### config.mk
export PLATFORM = sky130hd
export DESIGN_NAME = tx_anc
export DESIGN_NICKNAME = d
export VERILOG_FILES = /design/src/rtl/tx_anc.sv
export SDC_FILE = /design/constraint.sdc
export NUM_CORES = 2
export LEC_CHECK = 0
export CORE_ASPECT_RATIO = 1.75
export CORE_MARGIN = 1.5
export CORE_UTILIZATION = 58
export DETAILED_ROUTE_END_ITERATION = 16
export PLACE_DENSITY = 0.87
export SYNTH_ARGS = -nofsm -noshare
export SYNTH_HDL_FRONTEND = slang
export SYNTH_SLANG_ARGS = --single-unit
### constraint.sdc
create_clock -name clk -period 5.1 [get_ports clk]
set_input_delay 1.02 -clock clk [delete_from_list [all_inputs] [get_ports clk]]
set_output_delay 1.02 -clock clk [all_outputs]
set_load 0.05 [all_outputs]
### src/rtl/tx_anc.sv
// tx_anc: transmit-side ANC upconverter.
// Rotates baseband IQ by an NCO phase with a pipelined, stallable CORDIC and
// emits saturated IQ over a valid/ready handshake.
// Optional build macro TX_ANC_GAIN_COMP_EN: compensates the CORDIC gain with a
// Q16 multiply (one extra stage); without it the output is halved instead.
module tx_anc #(
  parameter int PHASE_WIDTH   = 24,
  parameter int DATA_WIDTH    = 16,
  parameter int CORDIC_STAGES = 16
) (
  input  logic                         clk,
  input  logic                         reset,
  input  logic                         srst,
  input  logic signed [DATA_WIDTH-1:0] ibb_in,
  input  logic signed [DATA_WIDTH-1:0] qbb_in,
  input  logic                         in_tvalid,
  input  logic                         in_tlast,
  output logic                         in_tready,
  input  logic [PHASE_WIDTH-1:0]       phase_inc,
  input  logic                         phase_inc_load,
  output logic signed [DATA_WIDTH-1:0] itx,
  output logic signed [DATA_WIDTH-1:0] qtx,
  output logic                         out_tvalid,
  output logic                         out_tlast,
  input  logic                         out_tready,
  output logic [PHASE_WIDTH-1:0]       ph
);

  // x/y carry 3 guard bits: quadrant negation of the most negative input plus CORDIC growth.
  localparam int XW = DATA_WIDTH + 3;
  localparam int ZW = PHASE_WIDTH;
  localparam int SW = XW + 18;
  localparam logic signed [SW-1:0] SAT_HI = SW'((1 << (DATA_WIDTH-1)) - 1);
  localparam logic signed [SW-1:0] SAT_LO = ~SAT_HI;

  // atan(2^-k) in phase units (2^PHASE_WIDTH per turn), rounded to nearest.
  function automatic int atan_const(input int k);
    real x, x2, term, acc, scale;
    x = 1.0;
    for (int i = 0; i < k; i++) x = x / 2.0;
    acc = 0.0;
    if (k == 0) begin
      acc = 0.78539816339744830962;
    end else begin
      term = x;
      x2   = x * x;
      for (int n = 0; n < 20; n++) begin
        if (n % 2 == 0) acc = acc + term / real'(2*n + 1);
        else            acc = acc - term / real'(2*n + 1);
        term = term * x2;
      end
    end
    scale = 1.0;
    for (int i = 0; i < PHASE_WIDTH; i++) scale = scale * 2.0;
    scale = scale / 6.28318530717958647692;
    return $rtoi(acc * scale + 0.5);
  endfunction

  function automatic logic [CORDIC_STAGES*ZW-1:0] atan_table();
    logic [CORDIC_STAGES*ZW-1:0] t;
    t = '0;
    for (int k = 0; k < CORDIC_STAGES; k++) t[k*ZW +: ZW] = ZW'(atan_const(k));
    return t;
  endfunction

  localparam logic [CORDIC_STAGES*ZW-1:0] ATAN_TAB = atan_table();

  function automatic logic signed [SW-1:0] rnd_shift(input logic signed [SW-1:0] v, input int sh);
    return (v + (SW'(1) <<< (sh - 1))) >>> sh;
  endfunction

  function automatic logic signed [DATA_WIDTH-1:0] sat(input logic signed [SW-1:0] v);
    logic signed [DATA_WIDTH-1:0] r;
    if (v > SAT_HI)      r = SAT_HI[DATA_WIDTH-1:0];
    else if (v < SAT_LO) r = SAT_LO[DATA_WIDTH-1:0];
    else                 r = v[DATA_WIDTH-1:0];
    return r;
  endfunction

  logic                   ce, accept;
  logic [PHASE_WIDTH-1:0] inc_r, ph_r;
  logic signed [XW-1:0]   i_ext, q_ext, pre_x, pre_y;
  logic signed [ZW-1:0]   pre_z;
  logic signed [XW-1:0]   x_p [0:CORDIC_STAGES];
  logic signed [XW-1:0]   y_p [0:CORDIC_STAGES];
  logic signed [ZW-1:0]   z_p [0:CORDIC_STAGES];
  logic [CORDIC_STAGES:0] vld_p, last_p;
  logic signed [SW-1:0]   x_fin, y_fin;
  logic                   vld_fin, last_fin;

  assign ce        = !out_tvalid || out_tready;
  assign in_tready = ce;
  assign accept    = in_tvalid && ce;
  assign ph        = ph_r;
  assign i_ext     = XW'(ibb_in);
  assign q_ext     = XW'(qbb_in);
  assign pre_z     = signed'({2'b00, ph_r[PHASE_WIDTH-3:0]});

  // Phase accumulator advances once per accepted sample; a same-cycle load applies to the next one.
  always_ff @(posedge clk) begin
    if (reset) begin
      inc_r <= '0;
      ph_r  <= '0;
    end else begin
      if (phase_inc_load) inc_r <= phase_inc;
      if (srst)           ph_r  <= '0;
      else if (accept)    ph_r  <= ph_r + inc_r;
    end
  end

  // Quadrant pre-rotation leaves a residual angle in [0, pi/2) for the CORDIC.
  always_comb begin
    pre_x = i_ext;
    pre_y = q_ext;
    case (ph_r[PHASE_WIDTH-1 -: 2])
      2'b01:   begin pre_x = -q_ext; pre_y =  i_ext; end
      2'b10:   begin pre_x = -i_ext; pre_y = -q_ext; end
      2'b11:   begin pre_x =  q_ext; pre_y = -i_ext; end
      default: begin pre_x =  i_ext; pre_y =  q_ext; end
    endcase
  end

  // Stage 0 register followed by CORDIC_STAGES rotation-mode micro-rotations.
  always_ff @(posedge clk) begin
    if (ce) begin
      x_p[0] <= pre_x;
      y_p[0] <= pre_y;
      z_p[0] <= pre_z;
      last_p <= {last_p[CORDIC_STAGES-1:0], in_tlast};
      for (int s = 1; s <= CORDIC_STAGES; s++) begin
        if (!z_p[s-1][ZW-1]) begin
          x_p[s] <= x_p[s-1] - (y_p[s-1] >>> (s-1));
          y_p[s] <= y_p[s-1] + (x_p[s-1] >>> (s-1));
          z_p[s] <= z_p[s-1] - signed'(ATAN_TAB[(s-1)*ZW +: ZW]);
        end else begin
          x_p[s] <= x_p[s-1] + (y_p[s-1] >>> (s-1));
          y_p[s] <= y_p[s-1] - (x_p[s-1] >>> (s-1));
          z_p[s] <= z_p[s-1] + signed'(ATAN_TAB[(s-1)*ZW +: ZW]);
        end
      end
    end
  end

  // Stage valids: cleared by either reset, otherwise shifted on ce.
  always_ff @(posedge clk) begin
    if (reset || srst) vld_p <= '0;
    else if (ce)       vld_p <= {vld_p[CORDIC_STAGES-1:0], accept};
  end

`ifdef TX_ANC_GAIN_COMP_EN
  localparam logic signed [SW-1:0] GAIN_Q16 = SW'(39797);
  logic signed [SW-1:0] xm_p, ym_p;
  logic                 vld_m, last_m;

  // Gain-compensation multiply stage.
  always_ff @(posedge clk) begin
    if (ce) begin
      xm_p   <= SW'(x_p[CORDIC_STAGES]) * GAIN_Q16;
      ym_p   <= SW'(y_p[CORDIC_STAGES]) * GAIN_Q16;
      last_m <= last_p[CORDIC_STAGES];
    end
  end

  // Valid for the multiply stage.
  always_ff @(posedge clk) begin
    if (reset || srst) vld_m <= 1'b0;
    else if (ce)       vld_m <= vld_p[CORDIC_STAGES];
  end

  assign x_fin    = rnd_shift(xm_p, 16);
  assign y_fin    = rnd_shift(ym_p, 16);
  assign vld_fin  = vld_m;
  assign last_fin = last_m;
`else
  assign x_fin    = rnd_shift(SW'(x_p[CORDIC_STAGES]), 1);
  assign y_fin    = rnd_shift(SW'(y_p[CORDIC_STAGES]), 1);
  assign vld_fin  = vld_p[CORDIC_STAGES];
  assign last_fin = last_p[CORDIC_STAGES];
`endif

  // Output register: saturated IQ, held while downstream stalls.
  always_ff @(posedge clk) begin
    if (reset) begin
      itx        <= '0;
      qtx        <= '0;
      out_tvalid <= 1'b0;
      out_tlast  <= 1'b0;
    end else if (srst) begin
      out_tvalid <= 1'b0;
      out_tlast  <= 1'b0;
    end else if (ce) begin
      itx        <= sat(x_fin);
      qtx        <= sat(y_fin);
      out_tvalid <= vld_fin;
      out_tlast  <= last_fin && vld_fin;
    end
  end

endmodule

==> metrics <==
status=completed; Mapped Area=83000 µm²; die area=145000 µm²; Hold Startpoint=last_p[6]; Yosys Warn Count=0; Post-Syn Area per Cell=9.89 µm²; Setup CP Type=in -> reg; Crit path largest cell delay=0.75 ns; reg2reg setup slack=0.69 ns; most common cell in the netlist=edfxtp_1; largest area contributor in the netlist=edfxtp_1; Least-Margin Pin Slew=1.35 ns; routed via count=69.2k; PostCTS Resize Cnt=0; vias in the first global route=72.5k; CTS Buffer Depth=3; area of the multi-input gates=48500 µm²; Post-synth top cells=1019 x edfxtp_1, 964 x ha_1, 799 x nor2_1; RePlAce Congestion=1.04; register bit count reported by yosys=1118; RSZ-0062 raised after global routing=no; Layout area overhead=13.9%; Post-CTS Setup Bufs=0; fin crit share=92.2%; Worst R2R Start=y_p[3][3]; max-slew violations=0; Crit path top cell by count=buf_4; clock skew=0.0557 ns; Synth Net Count=9470; asr flop ratio synth=0%; Yosys cell types=84; Synth Flop Type=edfxtp_1; Seq/Total Area, Yosys=39.2%; R2R depth=16; hpwl dp=191 mm; pin count of the biggest net entering global routing=137; width of the chip=289 µm; max cap viols=0; Num CTS Buffers=106; endpoints failing setup=0; antenna violations before repair=27; gr ovfl total=0; Setup TNS=0 ns; Hold Buf Count CTS=0; nets@finish=10.2k; Pre-antenna DRT Iters=9; # IOs=122; Synth top area share=36.9%; CP Capture Type=register; Hold Crit Class=reg -> reg; root buffer cell=clkbuf_16; Worst Hold End=last_p[7]; Critical R2R Capture=x_p[4][17]; final wirelength=245 mm; startpoint types=input port; Post-DRT Antenna Nets=0; Initial Util=58.5%; number of enable flip-flop cells after synthesis=1019; Via density=6.25; ranking of synthesized cells by area=edfxtp_1 37%, ha_1 15%, xnor2_1 8.3%; wire per inst=22.2 µm; CTS sink count=1118; Port Buf Inserts=121; worst-skew pair later-pin latency=0.80 ns; Hold Path Depth=0; Syn Inst Count=8397; H-tree depth=3; Die Ht=503 µm; Core Rows=183; DRC=0; Worst Path Buf+Inv=6; Fmax=213 MHz; # fillers=10.6k; Crit path required time=5.64 ns; Final Core Density=66.6%; register area=32600 µm²; CP max FO=11; slowest CP cell=o31ai_1; CTS tree=done; initial drt markers=4102; GRT Util Overall=34.0%; final hold violation count=0; Slew headroom=9.18%; clock-pin slew of the registers on the worst-case setup and hold paths=0.07 ns; worst path arrival time=5.24 ns; CP cell instances=clkdlybuf4s50_1 > nor2b_4 > clkinv_2 > buf_4 > nand2_1 > buf_4 > o21ai_0 > fa_1 > a21oi_1 > nor2_1 > nor2_1 > buf_4 > o31ai_1 > a211oi_1 > buf_4 > o21ai_0 > a21o_1 > a21oi_1 > xnor2_1; CP top delay family=compound AO/OA/AOI/OAI gates; Core Footprint=142000 µm²; layout cells sized above 1=9.63%; first-pass GRT wire length=381 mm; Tmin final=4.70 ns
per-stage QoR:
step / hold slack, ns / instances / setup WS (ns) / instance area, µm²
5_1_grt: 0.403 / 11100 / 0.274 / 94500
3_5_place_dp: 0.405 / 10800 / -0.234 / 90700
6_report: 0.399 / 11100 / 0.395 / 94500
2_1_floorplan: 0.400 / 8397 / 0.00599 / 83000
4_1_cts: 0.403 / 11000 / 0.540 / 94500
3_3_place_gp: 0.401 / 10800 / -0.165 / 90700
worst reg2reg max path, stage by stage (launching register included):
cell and delay, ns:
edfxtp_1 0.50, inv_1 0.13, ha_1 0.23, nand3b_1 0.27
nor2_1 0.18, nand2_1 0.12, nor4_1 0.55, nor2_1 0.12
xnor2_1 0.16, ha_1 0.35, and3_1 0.22, nand2_1 0.09
o31ai_1 0.53, a211oi_1 0.21, o21bai_1 0.27, a21oi_1 0.12
xnor2_1 0.13
registers in the layout, summed over array words and instances (netlist names):
register / flops
out_tlast: 1
x_p: 323
itx: 16
y_p: 322
vld_p: 17
ph: 24
qtx: 16
z_p: 357
out_tvalid: 1
inc_r: 24
last_p: 17
layout by cell type, fill, tap and decap left out, drive strengths merged, types with 90 or more instances in the layout:
cell and instances:
xnor2 783, nor3 269, nor2b 160, buf 596
edfxtp 1019, nor2 799, clkdlybuf4s50 120, a21oi 694
nand3 168, nand2 598, o21ai 366, ha 964
o21bai 90, a21o 277, dfxtp 99, o21a 96
clkbuf 138, inv 386, xor2 327, or3 103
how the worst max path moves through the flow:
stage          startpoint  depth (start not counted)  slack, ns           to
6_report       out_tready                         19       0.40   x_p[4][18]
5_1_grt        out_tready                         19       0.27   x_p[4][18]
4_1_cts        out_tready                         20       0.54   x_p[8][18]
3_5_place_dp   out_tready                         20      -0.23   x_p[8][18]
3_3_place_gp   out_tready                         20      -0.16   x_p[3][18]
2_1_floorplan  out_tready                         17      0.006  x_p[12][18]
layer usage:
metal  wire length, µm  GRT usage (%)
met3             12600           6.87
met2            133000           65.7
met1             67400           25.6
met5                87              0
met4             32400           37.3
final cells by class:
class,count,area share (%)
Tap cell,1850,2.45
Timing Repair Buffer,716,6.17
Clock inverter,64,0.842
Inverter,389,1.55
Clock buffer,138,3.11
Multi-Input combinational cell,6774,51.4
Antenna cell,18,0.0477
Sequential cell,1118,34.5
cells by family after synthesis:
| family | count (synthesis) | synth area share (%) |
|---|---|---|
| AO/OA/AOI/OAI | 2044 | 15.6 |
| multiplexers | 78 | 0.998 |
| flip-flops | 1118 | 39.2 |
| AND/OR/NAND/NOR | 2532 | 14.5 |
| adder cells (fa/ha/maj) | 1010 | 15.6 |
| buffers and inverters | 505 | 2.29 |
| XOR/XNOR | 1110 | 11.7 |
Power is not shown: default switching activity piles up to over one toggle a cycle in this logic, so the estimate is an artifact.
